**src/rtl/arb_merge_sched8_pkg.sv**
```systemverilog
// ---------------------------------------------------------------------------
// arb_merge_sched8_pkg
// Shared types and helpers for the weighted round-robin merge scheduler.
//   state_t   : scheduler FSM states (IDLE, GRANT, ABORT)
//   pick_t    : result of a rotating pick (valid flag + winning index)
//   rr_pick8  : behavioural rotating first-set-bit search, for use by any
//               block that needs the same pick rule without the sub-module
// ---------------------------------------------------------------------------
package arb_merge_sched8_pkg;

  localparam int WEIGHT_W_DEF = 4;
  localparam int TIMEOUT_DEF  = 255;

  typedef enum logic [1:0] {
    ST_IDLE  = 2'd0,
    ST_GRANT = 2'd1,
    ST_ABORT = 2'd2
  } state_t;

  typedef struct packed {
    logic       valid;
    logic [2:0] idx;
  } pick_t;

  // First set bit of req scanning ptr, ptr+1, ... mod 8. Scanning from the
  // far end backwards lets the nearest hit overwrite earlier ones.
  function automatic pick_t rr_pick8(input logic [7:0] req, input logic [2:0] ptr);
    pick_t      p;
    logic [2:0] k;
    p = '0;
    for (int i = 7; i >= 0; i--) begin
      k = ptr + 3'(i);
      if (req[k]) begin
        p.valid = 1'b1;
        p.idx   = k;
      end
    end
    return p;
  endfunction

endpackage

```
**src/rtl/arb_merge_sched8_rr_pick8.sv**
```systemverilog
// ---------------------------------------------------------------------------
// rr_pick8
// Combinational rotating priority pick over eight requests.
//   req  : request vector
//   ptr  : search start position
//   pick : valid = any request set, idx = first set bit at or after ptr
// The request vector is rotated so that position ptr lands at bit 0, a plain
// lowest-index priority encoder runs on the rotated vector, and the result
// is rotated back by adding ptr (mod 8 via 3-bit wrap).
// ---------------------------------------------------------------------------
module rr_pick8
  import arb_merge_sched8_pkg::*;
(
  input  logic [7:0] req,
  input  logic [2:0] ptr,
  output pick_t      pick
);

  logic [7:0] rot;
  logic [2:0] rot_idx;

  for (genvar gi = 0; gi < 8; gi++) begin : g_rot
    logic [2:0] src;
    assign src     = ptr + 3'(gi);
    assign rot[gi] = req[src];
  end

  always_comb begin
    rot_idx = 3'd0;
    for (int i = 7; i >= 0; i--) begin
      if (rot[i]) rot_idx = 3'(i);
    end
  end

  assign pick.valid = |rot;
  assign pick.idx   = rot_idx + ptr;

endmodule

```
**src/rtl/arb_merge_sched8.sv**
```systemverilog
// ---------------------------------------------------------------------------
// arb_merge_sched8
// Weighted round-robin scheduler driving the one-hot grant of an 8-input
// merge stage. A grant is held until the merge reports completion (i_done),
// the granted request drops, or the watchdog expires.
//   clk, rstn   : clock, asynchronous active-low reset
//   i_req_8     : level requests, held until the transfer completes
//   i_weight    : packed per-requester weights (0 behaves as 1)
//   i_done      : one-cycle completion pulse for the granted transfer
//   o_grant_8   : registered one-hot grant or zero
//   o_idx       : index of the current or last grant
//   o_busy      : high while in GRANT
//   o_err       : one-cycle pulse when the watchdog aborts a grant
// ---------------------------------------------------------------------------
module arb_merge_sched8
  import arb_merge_sched8_pkg::*;
#(
  parameter int WEIGHT_W = WEIGHT_W_DEF,
  parameter int TIMEOUT  = TIMEOUT_DEF
) (
  input  logic                  clk,
  input  logic                  rstn,
  input  logic [7:0]            i_req_8,
  input  logic [8*WEIGHT_W-1:0] i_weight,
  input  logic                  i_done,
  output logic [7:0]            o_grant_8,
  output logic [2:0]            o_idx,
  output logic                  o_busy,
  output logic                  o_err
);

  localparam int TMR_W = (TIMEOUT > 2) ? $clog2(TIMEOUT) : 1;
  localparam logic [TMR_W-1:0] TMR_LAST = TMR_W'((TIMEOUT > 0) ? TIMEOUT - 1 : 0);

  state_t              state_reg;
  logic [2:0]          ptr_reg;
  logic [WEIGHT_W-1:0] credit_reg;
  logic [TMR_W-1:0]    tmr_reg;
  logic [7:0]          grant_reg;
  logic [2:0]          idx_reg;
  logic                err_reg;

  // Credit reload value per requester; a zero weight still earns one grant.
  logic [WEIGHT_W-1:0] weight_ld [8];
  for (genvar gi = 0; gi < 8; gi++) begin : g_wt
    logic [WEIGHT_W-1:0] w;
    assign w             = i_weight[gi*WEIGHT_W +: WEIGHT_W];
    assign weight_ld[gi] = (w == '0) ? WEIGHT_W'(1) : w;
  end

  logic                in_grant;
  logic                done_ev;
  logic                drop_ev;
  logic                advance;
  logic                timeout_ev;
  logic [2:0]          idx_inc;
  logic [2:0]          ptr_upd;
  logic [WEIGHT_W-1:0] credit_upd;
  logic [7:0]          pick_req;
  pick_t               pick;

  assign in_grant = (state_reg == ST_GRANT);
  assign done_ev  = in_grant & i_done;
  // A dropped request is a completion that does not consume credit.
  assign drop_ev  = in_grant & ~i_done & ~i_req_8[idx_reg];
  // Pointer moves past the current requester when its credit runs out or it
  // leaves; otherwise it stays so a still-requesting holder can win again.
  assign advance    = drop_ev | (done_ev & (credit_reg <= WEIGHT_W'(1)));
  assign idx_inc    = idx_reg + 3'd1;
  assign ptr_upd    = advance ? idx_inc : ptr_reg;
  assign credit_upd = advance ? weight_ld[idx_inc] : credit_reg - WEIGHT_W'(1);
  // The requester that just gave up its turn is hidden for this pick only,
  // since its level request may still be high in the completion cycle.
  assign pick_req   = advance ? (i_req_8 & ~(8'b1 << idx_reg)) : i_req_8;
  // i_done wins over the watchdog when both land on the same cycle.
  assign timeout_ev = (TIMEOUT != 0) && in_grant && !done_ev && !drop_ev &&
                      (tmr_reg == TMR_LAST);

  // Outside GRANT advance is low, so this is the plain pick from ptr_reg.
  rr_pick8 u_pick (
    .req  (pick_req),
    .ptr  (ptr_upd),
    .pick (pick)
  );

  always_ff @(posedge clk or negedge rstn) begin
    if (!rstn) begin
      state_reg  <= ST_IDLE;
      ptr_reg    <= 3'd0;
      credit_reg <= '0;
      tmr_reg    <= '0;
      grant_reg  <= 8'd0;
      idx_reg    <= 3'd0;
      err_reg    <= 1'b0;
    end else begin
      err_reg <= 1'b0;
      case (state_reg)
        ST_IDLE: begin
          if (pick.valid) begin
            state_reg <= ST_GRANT;
            grant_reg <= 8'b1 << pick.idx;
            idx_reg   <= pick.idx;
            tmr_reg   <= '0;
            // Zero credit only exists straight out of reset: nothing loaded yet.
            if (pick.idx != ptr_reg || credit_reg == '0) begin
              ptr_reg    <= pick.idx;
              credit_reg <= weight_ld[pick.idx];
            end
          end
        end
        ST_GRANT: begin
          if (done_ev || drop_ev) begin
            ptr_reg    <= ptr_upd;
            credit_reg <= credit_upd;
            if (pick.valid) begin
              grant_reg <= 8'b1 << pick.idx;
              idx_reg   <= pick.idx;
              tmr_reg   <= '0;
              if (pick.idx != ptr_upd) begin
                ptr_reg    <= pick.idx;
                credit_reg <= weight_ld[pick.idx];
              end
            end else begin
              state_reg <= ST_IDLE;
              grant_reg <= 8'd0;
            end
          end else if (timeout_ev) begin
            state_reg <= ST_ABORT;
            grant_reg <= 8'd0;
            err_reg   <= 1'b1;
          end else begin
            tmr_reg <= tmr_reg + TMR_W'(1);
          end
        end
        ST_ABORT: begin
          state_reg  <= ST_IDLE;
          ptr_reg    <= idx_inc;
          credit_reg <= weight_ld[idx_inc];
        end
        default: state_reg <= ST_IDLE;
      endcase
    end
  end

  assign o_grant_8 = grant_reg;
  assign o_idx     = idx_reg;
  assign o_busy    = in_grant;
  assign o_err     = err_reg;

endmodule

```
**config.mk**
```make
export PLATFORM = sky130hd
export DESIGN_NAME = arb_merge_sched8
export DESIGN_NICKNAME = d
export VERILOG_FILES = /design/src/rtl/arb_merge_sched8_pkg.sv /design/src/rtl/arb_merge_sched8_rr_pick8.sv /design/src/rtl/arb_merge_sched8.sv
export SDC_FILE = /design/constraint.sdc
export NUM_CORES = 1
export LEC_CHECK = 0
export BUFFER_PORTS_ARGS = -buffer_cell sky130_fd_sc_hd__buf_2
export CAP_MARGIN = 5
export CORE_ASPECT_RATIO = 0.7
export CORE_UTILIZATION = 65
export CTS_BUF_LIST = sky130_fd_sc_hd__clkbuf_8
export CTS_CLUSTER_DIAMETER = 60
export DETAILED_ROUTE_END_ITERATION = 10
export GPL_TIMING_DRIVEN = 0
export PLACE_DENSITY_LB_ADDON = 0.2
export SYNTH_ARGS = -nofsm -noshare
export SYNTH_HDL_FRONTEND = slang
export SYNTH_SLANG_ARGS = --single-unit
```
**constraint.sdc**
```tcl
create_clock -name clk -period 9.6 [get_ports clk]
set_input_delay 0.48 -clock clk [delete_from_list [all_inputs] [get_ports clk]]
set_output_delay 0.48 -clock clk [all_outputs]
set_load 0.02 [all_outputs]
```
# Yosys cells after proc, flatten, opt, wreduce, memory -nomap -nowiden
# Index checks and enable logic that the tools add are counted.
# W data, S select, Z words.
dict set report totals {
  output_inout_bits 13
  regBits 29
  inputBits 43
  elab_cells 154
  latch_bits 0
  mem_count 0
  mem_bits_rw 0
  rom_bits 0
}
dict set report classes {
  bitwise_logic 11
  order_cmp 12
  n_div 0
  muxes 75
  n_reduce_logical 25
  eq_ne 11
  mul 0
  addsub 11
  n_shift 2
}
# operator n
set op_table {}
lappend op_table {{$mux W4} 18}
lappend op_table {{$mux W8} 8}
lappend op_table {{$mux W3} 16}
lappend op_table {{$logic_not A4 Y1} 9}
lappend op_table {{$lt A3 B4 Y1 const B} 9}
lappend op_table {{$pmux W8 S2} 2}
lappend op_table {{$bmux W1 S3} 9}
lappend op_table {{$bmux W4 S3} 2}
lappend op_table {{$shl A1 B3 Y8 const A} 2}
lappend op_table {{$add A3 B3 Y3 const B} 4}
lappend op_table {{$mux W1} 12}
lappend op_table {{$pmux W4 S3} 1}
lappend op_table {{$pmux W3 S3} 1}
lappend op_table {{$add A8 B1 Y8 const B} 1}
lappend op_table {{$and A8 B8 Y8} 1}
lappend op_table {{$eq A8 B8 Y1 const B} 1}
lappend op_table {{$ge A4 B4 Y1 const B} 2}
lappend op_table {{$mux W2} 4}
lappend op_table {{$not A3 Y4} 2}
lappend op_table {{$not A8 Y8} 1}
lappend op_table {{$reduce_or A8 Y1} 1}
lappend op_table {{$add A3 B1 Y3 const B} 2}
lappend op_table {{$add A3 B2 Y3 const B} 2}
lappend op_table {{$ne A3 B3 Y1} 2}
lappend op_table {{24 further kinds} 35}

# Depth between registers and ports, before layout
dict set report logic_depth {
  word_depth 26
  depth_mapped 27
}

# Cells and area by module
# From an unflattened synthesis, not the netlist that was laid out.
dict set report unflattened {
  cells_unflattened 369
  area_unflattened_um2 3344.5
}
# mod cells_per_inst area_per_inst_um2 n_inst
set by_module_without_submodules {}
lappend by_module_without_submodules {arb_merge_sched8 306 2717.6 1}
lappend by_module_without_submodules {rr_pick8 63 626.9 1}

# Worst setup path after synthesis
# Ideal clock, no wire load.
dict set report synth_timing {
  kind {flip-flop to flip-flop}
  from {register idx_reg[0], in the netlist o_idx[0]}
  to {register credit_reg[1]}
  path_stages_with_launch 28
  path_buffers 5
  required_ps 9506
  t_arrival_ps 6490
  setup_ps 94
  slack_ps 3016
  cell_sequence {dfrtp_1 > buf_6 > inv_1 > ha_1 > clkbuf_1 > clkinv_1 > nor2_1 > a211o_1 > buf_6 > ha_1 > nor2b_1 > o221ai_1 > or3b_2 > nor4bb_1 > clkbuf_1 > mux2_2 > a221oi_1 > o32ai_1 > a31o_2 > and2_1 > fa_1 > xnor2_1 > nor3_2 > nor2_4 > buf_6 > mux2i_1 > mux4_2 > a221oi_2}
}
dict set report synth_via {
  elab_chain_len 26
}
# item line
set synth_lines {}
lappend synth_lines {{from (decl)} arb_merge_sched8.sv:40} ;# logic [2:0] idx_reg;
lappend synth_lines {{from (signal assigned)} arb_merge_sched8.sv:102} ;# idx_reg <= pick.idx;
lappend synth_lines {{from (signal assigned)} arb_merge_sched8.sv:117} ;# idx_reg <= pick.idx;
lappend synth_lines {{$bmux W1 S3} arb_merge_sched8.sv:65} ;# assign drop_ev = in_grant & ~i_done & ~i_req_8[idx_reg];
lappend synth_lines {{$mux W1 (not written as such)} arb_merge_sched8.sv:65}
lappend synth_lines {{$not A1 Y1} arb_merge_sched8.sv:65}
lappend synth_lines {{$and A1 B1 Y1} arb_merge_sched8.sv:65}
lappend synth_lines {{$or A1 B1 Y1} arb_merge_sched8.sv:68} ;# assign advance = drop_ev | (done_ev & (credit_reg <= WEIGHT_W'(1)));
lappend synth_lines {{$mux W3} arb_merge_sched8.sv:70} ;# assign ptr_upd = advance ? idx_inc : ptr_reg;
lappend synth_lines {{$add A3 B3 Y3} arb_merge_sched8_rr_pick8.sv:24} ;# assign src = ptr + 3'(gi);
lappend synth_lines {{$bmux W1 S3} arb_merge_sched8_rr_pick8.sv:25} ;# assign rot[gi] = req[src];
lappend synth_lines {{[9 not listed]} --}
lappend synth_lines {{$add A3 B3 Y3} arb_merge_sched8_rr_pick8.sv:36} ;# assign pick.idx = rot_idx + ptr;
lappend synth_lines {{$not A3 Y4 (not written as such)} {arb_merge_sched8.sv:107, arb_merge_sched8.sv:121}}
lappend synth_lines {{$bmux W4 S3} {arb_merge_sched8.sv:107, arb_merge_sched8.sv:121}}
lappend synth_lines {{$mux W4 (not written as such) (2 in series)} {arb_merge_sched8.sv:107, arb_merge_sched8.sv:121}}
lappend synth_lines {{$mux W4} arb_merge_sched8.sv:119} ;# if (pick.idx != ptr_upd) begin
lappend synth_lines {{$mux W4} arb_merge_sched8.sv:115} ;# if (pick.valid) begin
lappend synth_lines {{$mux W4} arb_merge_sched8.sv:112} ;# if (done_ev || drop_ev) begin
lappend synth_lines {{$pmux W4 S3} arb_merge_sched8.sv:97} ;# case (state_reg)
lappend synth_lines {{to (signal assigned)} arb_merge_sched8.sv:107} ;# credit_reg <= weight_ld[pick.idx];
lappend synth_lines {{to (signal assigned)} arb_merge_sched8.sv:114} ;# credit_reg <= credit_upd;
lappend synth_lines {{to (signal assigned)} arb_merge_sched8.sv:121} ;# credit_reg <= weight_ld[pick.idx];
lappend synth_lines {{to (decl)} arb_merge_sched8.sv:37} ;# logic [WEIGHT_W-1:0] credit_reg;
# Parallel ways exist; a longest one is shown, timed or not. The select of a mux whose other input is x is not followed.
# A chain may end at the register's enable or synchronous reset.

# Worst setup path after layout
dict set report layout_timing {
  from {register credit_reg[0]}
  to {register credit_reg[0]}
}
dict set report layout_via {
  elab_chain_len 24
}
# item line
set layout_lines {}
lappend layout_lines {{$le A4 B1 Y1} arb_merge_sched8.sv:68}
lappend layout_lines {{$and A1 B1 Y1} arb_merge_sched8.sv:68}
lappend layout_lines {{$or A1 B1 Y1} arb_merge_sched8.sv:68}
lappend layout_lines {{$mux W3} arb_merge_sched8.sv:70}
lappend layout_lines {{$add A3 B3 Y3} arb_merge_sched8_rr_pick8.sv:24}
lappend layout_lines {{$bmux W1 S3} arb_merge_sched8_rr_pick8.sv:25}
lappend layout_lines {{$mux W1 (not written as such)} arb_merge_sched8_rr_pick8.sv:25}
lappend layout_lines {{$mux W3 (8 in series)} arb_merge_sched8_rr_pick8.sv:31} ;# if (rot[i]) rot_idx = 3'(i);
lappend layout_lines {{$add A3 B3 Y3} arb_merge_sched8_rr_pick8.sv:36}
lappend layout_lines {{$not A3 Y4 (not written as such)} {arb_merge_sched8.sv:107, arb_merge_sched8.sv:121}}
lappend layout_lines {{$bmux W4 S3} {arb_merge_sched8.sv:107, arb_merge_sched8.sv:121}}
lappend layout_lines {{$mux W4 (not written as such) (2 in series)} {arb_merge_sched8.sv:107, arb_merge_sched8.sv:121}}
lappend layout_lines {{$mux W4} arb_merge_sched8.sv:119}
lappend layout_lines {{$mux W4} arb_merge_sched8.sv:115}
lappend layout_lines {{$mux W4} arb_merge_sched8.sv:112}
lappend layout_lines {{$pmux W4 S3} arb_merge_sched8.sv:97}
# Parallel ways exist; a longest one is shown, timed or not. The select of a mux whose other input is x is not followed.

==> reports/summary.md <==
Outcome
• **result of the run** finished clean

CTS
• **number of buffers added by the clock tree synthesis step** 5
• **Max Buffers Root-to-Sink** 2
• **clock network latency to the later pin of the worst-skew pair** 0.30 ns
• **TritonCTS clock tree** done
• **PostCTS Resize Cnt** 0
• **cts hold-fix bufs** 0
• **Post-CTS Repair Setup Buffers** 0
• **Clock transition at path regs** 0.08 ns
• **level count of the clock H-tree** 2
• **clock sink total** 29
• **CTS root buffer** clkbuf_8

Drt
• **Detail Route Antenna Nets** 0
• **detailed-router iteration count before antenna repair** 6
• **per-cell via count in the routed design** 7.358
• **routed wirelength normalized by instance count** 21.82 microns
• **Detailed Route Iter0 Violations** 702
• **vias** 4584
• **Routed Wire Length** 13590 microns
• **post-detailed-route DRC marker count** 0

Setup path
• **startpoint type of the worst setup path** register
• **data arrival time of the critical path** 8.64 ns
• **CP endpoint kind** register
• **Crit Path Category** register to register
• **worst endpoint required time** 9.77 ns
• **crit path max fanout** 10

Yosys
• **flip-flop and latch count after synthesis** 29
• **synth cell count leaders** nand2_1, nor2_1, o21ai_0
• **warnings from Yosys** 0
• **Syn Std Cell Area** 0.004029 sq mm
• **sequential-to-total area share from yosys stat** 18.01%
• **post-synthesis net count** 544
• **area share of the leading cell type in the synthesized netlist** 18.01%
• **Cells after Synth** 485
• **number of flops mapped to enable cells by yosys** 0
• **top flip-flop cell by instance count after synthesis** dfrtp_1
• **mean post-synth cell area** 8.307 sq um
• **most frequent cell after synthesis** nand2_1
• **cell type contributing the most total cell area after synthesis** dfrtp_1
• **cell types with the largest area share after synthesis** dfrtp_1, mux4_2, mux2i_1
• **share of flip-flops with an asynchronous set or reset after synthesis** 100.0%
• **distinct cell type count of the synthesized netlist** 84

Cells and area
• **fraction of layout instances using a drive strength above 1** 23.36%
• **antenna cell count** 0
• **fill count** 445
• **post-route non-filler standard cell count** 623
• **final net count** 606
• **Layout area overhead** 12.02%

GRT
• **vias in the first global route** 4005
• **overall fraction of global-route tracks in use** 42.81%
• **largest net degree at the start of global routing** 30
• **wire length of the first global-routing pass** 20580 microns
• **GRT Residual Overflow** 0
• **initial antenna violation count** 0

Place
• **total of buffers placed on input and output ports** 55
• **Detail Placement HPWL** 10260 microns
• **worst setup slack after placement** 1.586 ns
• **DP Cell Count** 615
• **gp weighted congestion** 1.030

Timing
• **largest clock skew in the final design** 0.004172 ns
• **final cycle utilization of the critical path** 88.28%
• **final setup violation count** 0
• **final count of hold timing violations** 0
• **Final Slew Violations** 0
• **Tightest Pin Transition** 0.9222 ns
• **Max Fclk** 0.1180 GHz
• **smallest setup slack after layout** 1.126 ns
• **post-route minimum period** 8.474 ns
• **aggregate negative setup slack** 0 ns
• **setup repair after global routing missed its margin** false
• **relative slew slack** 38.25%

Die
• **Core Footprint** 0.005842 sq mm
• **starting density of the core** 68.97%
• **Die Outline Area** 0.006522 sq mm
• **die height** 67.87 microns
• **number of cell rows** 23
• **number of top-level pins** 56
• **die boundary width** 96.10 microns

Worst hold path
• **worst hold-check path type** input pin to async pin

Job
• **number of max-capacitance violations reported** 0

layer usage:
layer	global-route usage, %	share of wire, %	wire, microns
met3	15.22	15	2093
met5	0	0	0
met4	12.69	2.7	371
met1	62.01	42	5761
met2	58.95	39	5365
critical path: stages (launching register included):
cell      delay [ns]
dfrtp_1         0.46
inv_1           0.10
ha_1            0.24
nor2_1          0.42
or2_1           0.20
buf_4           0.17
nand3_1         0.19
nand2_2         0.22
inv_2           0.10
ha_1            0.32
nor2b_1         0.20
o221ai_1        0.17
or3b_2          0.45
nor4bb_1        0.37
clkbuf_1        0.37
mux2_2          0.39
a221oi_1        0.44
o32ai_1         0.16
a31o_2          0.28
and2_1          0.17
fa_1            0.44
xnor2_1         0.62
o21ai_0         0.30
nand2_1         0.20
clkbuf_1        0.45
a211oi_1        0.20
o41ai_1         0.55
a31oi_1         0.14
final cells by class:
class	instances	area, sq um	area share, %
Clock buffer	5	68.82	1.525
Clock inverter	3	46.29	1.026
Buffer	28	145.1	3.216
Multi-Input combinational cell	408	3083	68.31
Timing Repair Buffer	55	275.3	6.099
Sequential cell	29	725.7	16.08
Inverter	20	75.07	1.663
Tap cell	75	93.84	2.079
metrics by stage:
step           utilization [%]  hold WS, ns  area (sq um)
2_1_floorplan                -       0.1844          4029
5_1_grt                  77.25       0.2871          4513
3_5_place_dp             75.28       0.4617          4398
3_3_place_gp             75.28       0.4568          4398
6_report                 77.25       0.2167          4513
4_1_cts                  77.25       0.2410          4513
cell families (layout without fill, tap and decap cells):
group           after synthesis  after routing  synth area share [%]
simple gates                175            175                 22.73
compound gates              150            150                 27.21
buf+inv                      48            111                 5.465
mux                          53             53                 18.04
flops                        29             29                 18.01
xor+xnor                     14             14                 3.385
fa+ha+maj                    16             16                 5.155
worst paths after layout:
check,depth (start not counted),startpoint,slack (ns),to
max reg2reg,27,credit_reg[0]$_DFFE_PN0P_,1.13,credit_reg[0]$_DFFE_PN0P_
min reg2reg,2,o_grant_8[2]$_DFFE_PN0P_,0.48,o_grant_8[2]$_DFFE_PN0P_
max in group asynchronous,1,rstn,8.94,o_idx[1]$_DFFE_PN0P_
max,27,credit_reg[0]$_DFFE_PN0P_,1.13,credit_reg[0]$_DFFE_PN0P_
min,1,rstn,0.22,o_err$_DFF_PN0_
min in group clk,2,o_grant_8[2]$_DFFE_PN0P_,0.48,o_grant_8[2]$_DFFE_PN0P_
cell usage in the layout (no fill, tap or decap), drive strengths merged, types with 8 or more instances in the layout:
cell / count
buf: 68
o21ai: 42
nand2: 40
nor2: 38
dfrtp: 29
mux2i: 29
nor3: 29
a21oi: 26
nand3: 22
clkbuf: 20
inv: 19
ha: 15
mux4: 13
mux2: 11
xnor2: 9
o31ai: 9
o211ai: 8
or2: 8
Power is left out: the tool's default activity adds up to more than one toggle a clock period on the data nets, which glitch-free logic cannot reach.
